<file path="config.mk">
export PLATFORM = sky130hd
export DESIGN_NAME = gameplay_input_ctrl
export DESIGN_NICKNAME = d
export VERILOG_FILES = /design/src/rtl/gameplay_input_ctrl.sv
export SDC_FILE = /design/constraint.sdc
export NUM_CORES = 1
export LEC_CHECK = 0
export ABC_AREA = 1
export CAP_MARGIN = 20
export CELL_PAD_IN_SITES_DETAIL_PLACEMENT = 1
export CELL_PAD_IN_SITES_GLOBAL_PLACEMENT = 1
export CORE_MARGIN = 2
export CORE_UTILIZATION = 43
export DETAILED_ROUTE_END_ITERATION = 10
export GPL_ROUTABILITY_DRIVEN = 0
export PLACE_DENSITY_LB_ADDON = 0.1
export SLEW_MARGIN = 20
export SYNTH_ARGS = -nofsm -noshare
export SYNTH_HDL_FRONTEND = slang
export SYNTH_SLANG_ARGS = --single-unit
</file>
<file path="constraint.sdc">
create_clock -name clk_in -period 1.6 [get_ports clk_in]
set_input_delay 0.32 -clock clk_in [delete_from_list [all_inputs] [get_ports clk_in]]
set_output_delay 0.32 -clock clk_in [all_outputs]
set_load 0.005 [all_outputs]
</file>
<file path="src/rtl/gameplay_input_ctrl.sv">
// Control-input front end for the gameplay core: synchronizes and debounces the buttons
// and vsync, then turns them into new_game/new_frame pulses, pan levels and a gated hit charge.
module gameplay_input_ctrl #(
   parameter int unsigned DEBOUNCE_CYCLES = 500000,
   parameter logic [2:0]  STATE_RESTING   = 3'd0,
   parameter logic [2:0]  STATE_CHARGING  = 3'd1
) (
   input  logic       clk_in,
   input  logic       rst_in,
   input  logic       btn_hit,
   input  logic       btn_left,
   input  logic       btn_right,
   input  logic       btn_new,
   input  logic       vsync_in,
   input  logic [2:0] state_in,
   output logic       new_game,
   output logic       charging_hit,
   output logic       camera_pan_left,
   output logic       camera_pan_right,
   output logic       new_frame,
   output logic [1:0] dbg_hit_state
);

   localparam logic [1:0] HIT_DISARMED = 2'd0;
   localparam logic [1:0] HIT_ARMED    = 2'd1;
   localparam logic [1:0] HIT_CHARGING = 2'd2;

   localparam logic [31:0] DB_LAST = 32'(DEBOUNCE_CYCLES - 1);

   localparam int B_HIT   = 0;
   localparam int B_LEFT  = 1;
   localparam int B_RIGHT = 2;
   localparam int B_NEW   = 3;

   logic [3:0]  raw_btn;
   logic [3:0]  btn_s1;
   logic [3:0]  btn_s2;
   logic [3:0]  btn_db;
   logic [31:0] db_cnt [4];

   logic        vs_s1;
   logic        vs_s2;
   logic        vs_s2_d;

   logic        new_db_d;
   logic        new_game_next;

   logic        hit_primed;
   logic        hit_quiet;
   logic [1:0]  hit_state;
   logic [1:0]  hit_next;
   logic        state_resting;
   logic        state_charging;

   assign raw_btn = {btn_new, btn_right, btn_left, btn_hit};

   // Two-flop synchronizers for every asynchronous input.
   always_ff @(posedge clk_in) begin
      if (rst_in) begin
         btn_s1 <= 4'b0;
         btn_s2 <= 4'b0;
         vs_s1  <= 1'b0;
         vs_s2  <= 1'b0;
      end else begin
         btn_s1 <= raw_btn;
         btn_s2 <= btn_s1;
         vs_s1  <= vsync_in;
         vs_s2  <= vs_s1;
      end
   end

   // Per-button debounce: the value flips only after DEBOUNCE_CYCLES consecutive disagreements.
   always_ff @(posedge clk_in) begin
      if (rst_in) begin
         btn_db <= 4'b0;
         for (int i = 0; i < 4; i++) begin
            db_cnt[i] <= 32'd0;
         end
      end else begin
         for (int i = 0; i < 4; i++) begin
            if (btn_s2[i] == btn_db[i]) begin
               db_cnt[i] <= 32'd0;
            end else if (db_cnt[i] == DB_LAST) begin
               btn_db[i] <= btn_s2[i];
               db_cnt[i] <= 32'd0;
            end else begin
               db_cnt[i] <= db_cnt[i] + 32'd1;
            end
         end
      end
   end

   always_ff @(posedge clk_in) begin
      if (rst_in) begin
         vs_s2_d   <= 1'b0;
         new_frame <= 1'b0;
      end else begin
         vs_s2_d   <= vs_s2;
         new_frame <= vs_s2 & ~vs_s2_d;
      end
   end

   assign new_game_next = btn_db[B_NEW] & ~new_db_d;

   always_ff @(posedge clk_in) begin
      if (rst_in) begin
         new_db_d         <= 1'b0;
         new_game         <= 1'b0;
         camera_pan_left  <= 1'b0;
         camera_pan_right <= 1'b0;
      end else begin
         new_db_d         <= btn_db[B_NEW];
         new_game         <= new_game_next;
         camera_pan_left  <= btn_db[B_LEFT] & ~btn_db[B_RIGHT];
         camera_pan_right <= btn_db[B_RIGHT] & ~btn_db[B_LEFT];
      end
   end

   // Arming needs a hit input that reads released all the way through the synchronizer;
   // hit_primed blocks the first cycle after reset, when the sync flops still hold reset zeros.
   always_ff @(posedge clk_in) begin
      if (rst_in) begin
         hit_primed <= 1'b0;
      end else begin
         hit_primed <= 1'b1;
      end
   end

   assign hit_quiet      = hit_primed & ~btn_s1[B_HIT] & ~btn_s2[B_HIT] & ~btn_db[B_HIT];
   assign state_resting  = (state_in == STATE_RESTING);
   assign state_charging = (state_in == STATE_CHARGING);

   always_comb begin
      hit_next = hit_state;
      case (hit_state)
         HIT_DISARMED: begin
            if (hit_quiet && state_resting) begin
               hit_next = HIT_ARMED;
            end
         end
         HIT_ARMED: begin
            if (!state_resting) begin
               hit_next = HIT_DISARMED;
            end else if (btn_db[B_HIT]) begin
               hit_next = HIT_CHARGING;
            end
         end
         HIT_CHARGING: begin
            if (!state_resting && !state_charging) begin
               hit_next = HIT_DISARMED;
            end else if (!btn_db[B_HIT]) begin
               hit_next = HIT_DISARMED;
            end
         end
         default: begin
            hit_next = HIT_DISARMED;
         end
      endcase
   end

   // A new_game pulse overrides whatever the FSM would do in the same cycle.
   always_ff @(posedge clk_in) begin
      if (rst_in) begin
         hit_state    <= HIT_DISARMED;
         charging_hit <= 1'b0;
      end else if (new_game_next) begin
         hit_state    <= HIT_DISARMED;
         charging_hit <= 1'b0;
      end else begin
         hit_state    <= hit_next;
         charging_hit <= (hit_next == HIT_CHARGING);
      end
   end

   assign dbg_hit_state = hit_state;

endmodule

</file>
==> metrics.cfg <==
[synthesis]
ys_seq_elements=152
synth_fa_ha_area_frac=0.00542
synth_area_leaders=edfxtp_1, nand2_1, nor2_1
yosys.area.top_type=edfxtp_1
synth-edff-count=128
synth_xor_xnor_area_share=0.0437
ys_seq_area_frac=0.469
avgSynthCellArea_um2=7.43
synth_top_area_frac=0.416
synth_flop_cell=edfxtp_1
synth-compound-area-share=0.0396
netlist_area_mm2=0.00923
synth_top_family_by_area=simple AND/OR/NAND/NOR gates
async_reset_ff_frac=0
synth-simple-area-share=0.382
yosys_warnings=0
synthCells=1242
synth_cell_types=35
synth_mux_area_frac=0

[critical_path]
crit_fanout=8
path_cells=ha_2 > nand2_2 > nor2_4 > nand3_2 > nor2_2 > nand2_2 > nand2_2 > buf_6 > buf_16 > nor2_2
required_ns=1.79
end_kind=flip-flop
slowest_stage=edfxtp_1
crit_type=reg2reg
cp-start-kind=flip-flop
critPathMaxStageDelay_ns=0.39
worst_path_most_repeated_cell=nand2_2
critPathArrivalTime_ns=2.18

[grt]
grt_pass1_vias=10100
grt_max_degree=17
grt_overflow=0
grtUsageTotal=0.285
grt_pass1_wl_um=50300
antenna_found_initial=0

[timing]
final_max_slew_viol_count=0
finalSetupViolCount=130
hold_viol=0
fin_crit_ns=1.99
whs_ns=0.389
fmax_ghz=0.502
min_period_over_period=1.24
fin_skew_ns=0.0143
rsz0062_at_grt=yes
layout_setup_ws_ns=-0.390

[power]
p_leak_nw=5.15
finalPower_mw=9.54
power_density_mw_per_mm2=709
ir_worst_vdd_v=0.000811

[routing]
routed_wl_um=37500
drc=0
via_count=9903
first_pass_iters=5
wire_per_inst_um=20.0
drt_iter0_markers=729
vias_per_cell=5.29
drtAntennaViolNets=0

[floorplanning]
fp.dieW_um=151
io_pins=17
core_mm2=0.0210
die_y_um=151
dieArea_mm2=0.0227
initial_utilization=0.439
num_rows=53

[placement]
hpwlAfterDp_um=19900
placed_cell_area_mm2=0.0112
port_buffers=16

[run]
maxCapViolCount=0

[finish]
multi_input_area_mm2=0.00590
nets=1599
seqCellArea_mm2=0.00433
drive_gt1_frac=0.307
final_util=0.640
synthToLayoutAreaGrowth_pct=45.9
nFillCells=2573
diodes=0
final_area_mm2=0.0135

[clock_tree]
clk_transition_reported_paths_ns=0.07
clockBufferDepth=2
cts_tree=yes
worstSkewPairLatency_ns=0.45
cts_sinks=152
cts_hold_buf=0
cts_buffers=17
h-tree-depth=4
cts_root_buf=clkbuf_16

[outcome]
violations=setup timing
status=finished, violations left

[min_path]
hp-class=reg2reg

==> cell type report <==
type / count / share of cell area
Clock buffer: 18 / 0.0326
Multi-Input combinational cell: 1089 / 0.438
Clock inverter: 14 / 0.00920
Tap cell: 275 / 0.0256
Inverter: 114 / 0.0318
Timing Repair Buffer: 211 / 0.141
Sequential cell: 152 / 0.322
==> worst paths after layout <==
path                               from                          to  slack, ns  cells past startpoint
min                  vs_s2_d$_SDFF_PP0_        new_frame$_SDFF_PP0_       0.39                      1
min reg2reg          vs_s2_d$_SDFF_PP0_        new_frame$_SDFF_PP0_       0.39                      1
max reg2reg  db_cnt[1][1]$_SDFFCE_PN0P_  db_cnt[1][5]$_SDFFCE_PN0P_      -0.39                     10
max          db_cnt[1][1]$_SDFFCE_PN0P_  db_cnt[1][5]$_SDFFCE_PN0P_      -0.39                     10
==> per-layer routing <==
layer / routed length [um] / GRT usage / vias up
met5: 0 / 0 / -
met4: 1840 / 0.129 / 0
met3: 1750 / 0.0364 / 146
met2: 19300 / 0.516 / 372
met1: 14700 / 0.336 / 4883
li1: - / - / 4502
==> stage by stage <==
| step | setup WS [ns] | cells | setup TNS [ns] |
|---|---|---|---|
| 3_3_place_gp | -0.245 | 1782 | -19.12 |
| 4_1_cts | -0.145 | 1859 | -9.95 |
| 5_1_grt | -0.438 | 1873 | -39.41 |
| 3_5_place_dp | -0.296 | 1782 | -23.03 |
| 2_1_floorplan | 0.00612 | 1369 | 0 |
| 6_report | -0.390 | 1873 | -29.71 |
==> critical path, delay by kind of cell (launching register included) <==
kind,cells,cell delay (ns)
flip-flops,1,0.39
AND/OR/NAND/NOR,7,0.81
adder cells (fa/ha/maj),1,0.21
buffers and inverters,2,0.31
==> cell usage in the layout, fill, tap and decap left out, types with 4 or more instances in the layout <==
cell type        Yosys  layout
nand2_1            400     380
nor2_1             316     195
buf_4                3     167
edfxtp_1           128     128
conb_1               1     128
inv_1              110      98
nor2_2              11      74
nor2_4               9      67
a21oi_2              0      41
nand3_1             36      32
nand3b_1            30      30
nand2_2              8      24
xnor2_1             26      21
dfxtp_1             24      20
clkbuf_16            0      17
inv_2                4      16
xor2_1              20      16
buf_6                9      11
clkdlybuf4s50_1      0      11
o21ai_0             10      10
buf_12               0       9
a21oi_1             56       8
nand4_1              7       7
a21oi_4              0       7
nand3_2              6       6
nor3_1               6       6
xnor2_2              0       5
buf_16               0       5
nand3_4              0       4
dfxtp_2              0       4
==> what timing repair did <==
item                                    4_1_cts  5_1_grt
buffers inserted                             38       22
endpoints found under the setup margin      131      131
pin swaps                                    35       43
resized for setup                           133      213
cloned                                       10        0
==> cell families after synthesis <==
| group | Yosys count |
|---|---|
| xor+xnor | 46 |
| buf+inv | 128 |
| simple gates | 840 |
| other cells | 1 |
| compound gates | 71 |
| fa+ha+maj | 4 |
| flops | 152 |
==> state kept, by name (all words and copies together), names as in the netlist, 2 cells and up <==
signal         cells
btn_db             4
btn_s1             4
dbg_hit_state      2
db_cnt           128
btn_s2             4
==> where the power goes <==
group / leakage [nW] / total, mW / switching [mW] / internal (mW)
Sequential: 1.52 / 4.59 / 0.147 / 4.44
Combinational: 3.36 / 0.927 / 0.558 / 0.369
Clock: 0.271 / 4.03 / 1.84 / 2.19
==> cell usage after synthesis (2+ instances only) <==
| cell type | number |
|---|---|
| o21ai_0 | 10 |
| nand3b_1 | 30 |
| nand2_2 | 8 |
| a31oi_1 | 2 |
| xor2_1 | 20 |
| nor2_2 | 11 |
| buf_4 | 3 |
| nand3_2 | 6 |
| nor2_4 | 9 |
| ha_1 | 4 |
| xnor2_1 | 26 |
| inv_2 | 4 |
| nor3_1 | 6 |
| nor2_1 | 316 |
| dfxtp_1 | 24 |
| buf_6 | 9 |
| o21bai_1 | 2 |
| nand2_1 | 400 |
| inv_1 | 110 |
| edfxtp_1 | 128 |
| or2_1 | 2 |
| or2_2 | 3 |
| nand3_1 | 36 |
| nand4_1 | 7 |
| a21oi_1 | 56 |
No activity file was read; power rests on OpenSTA's default activity.
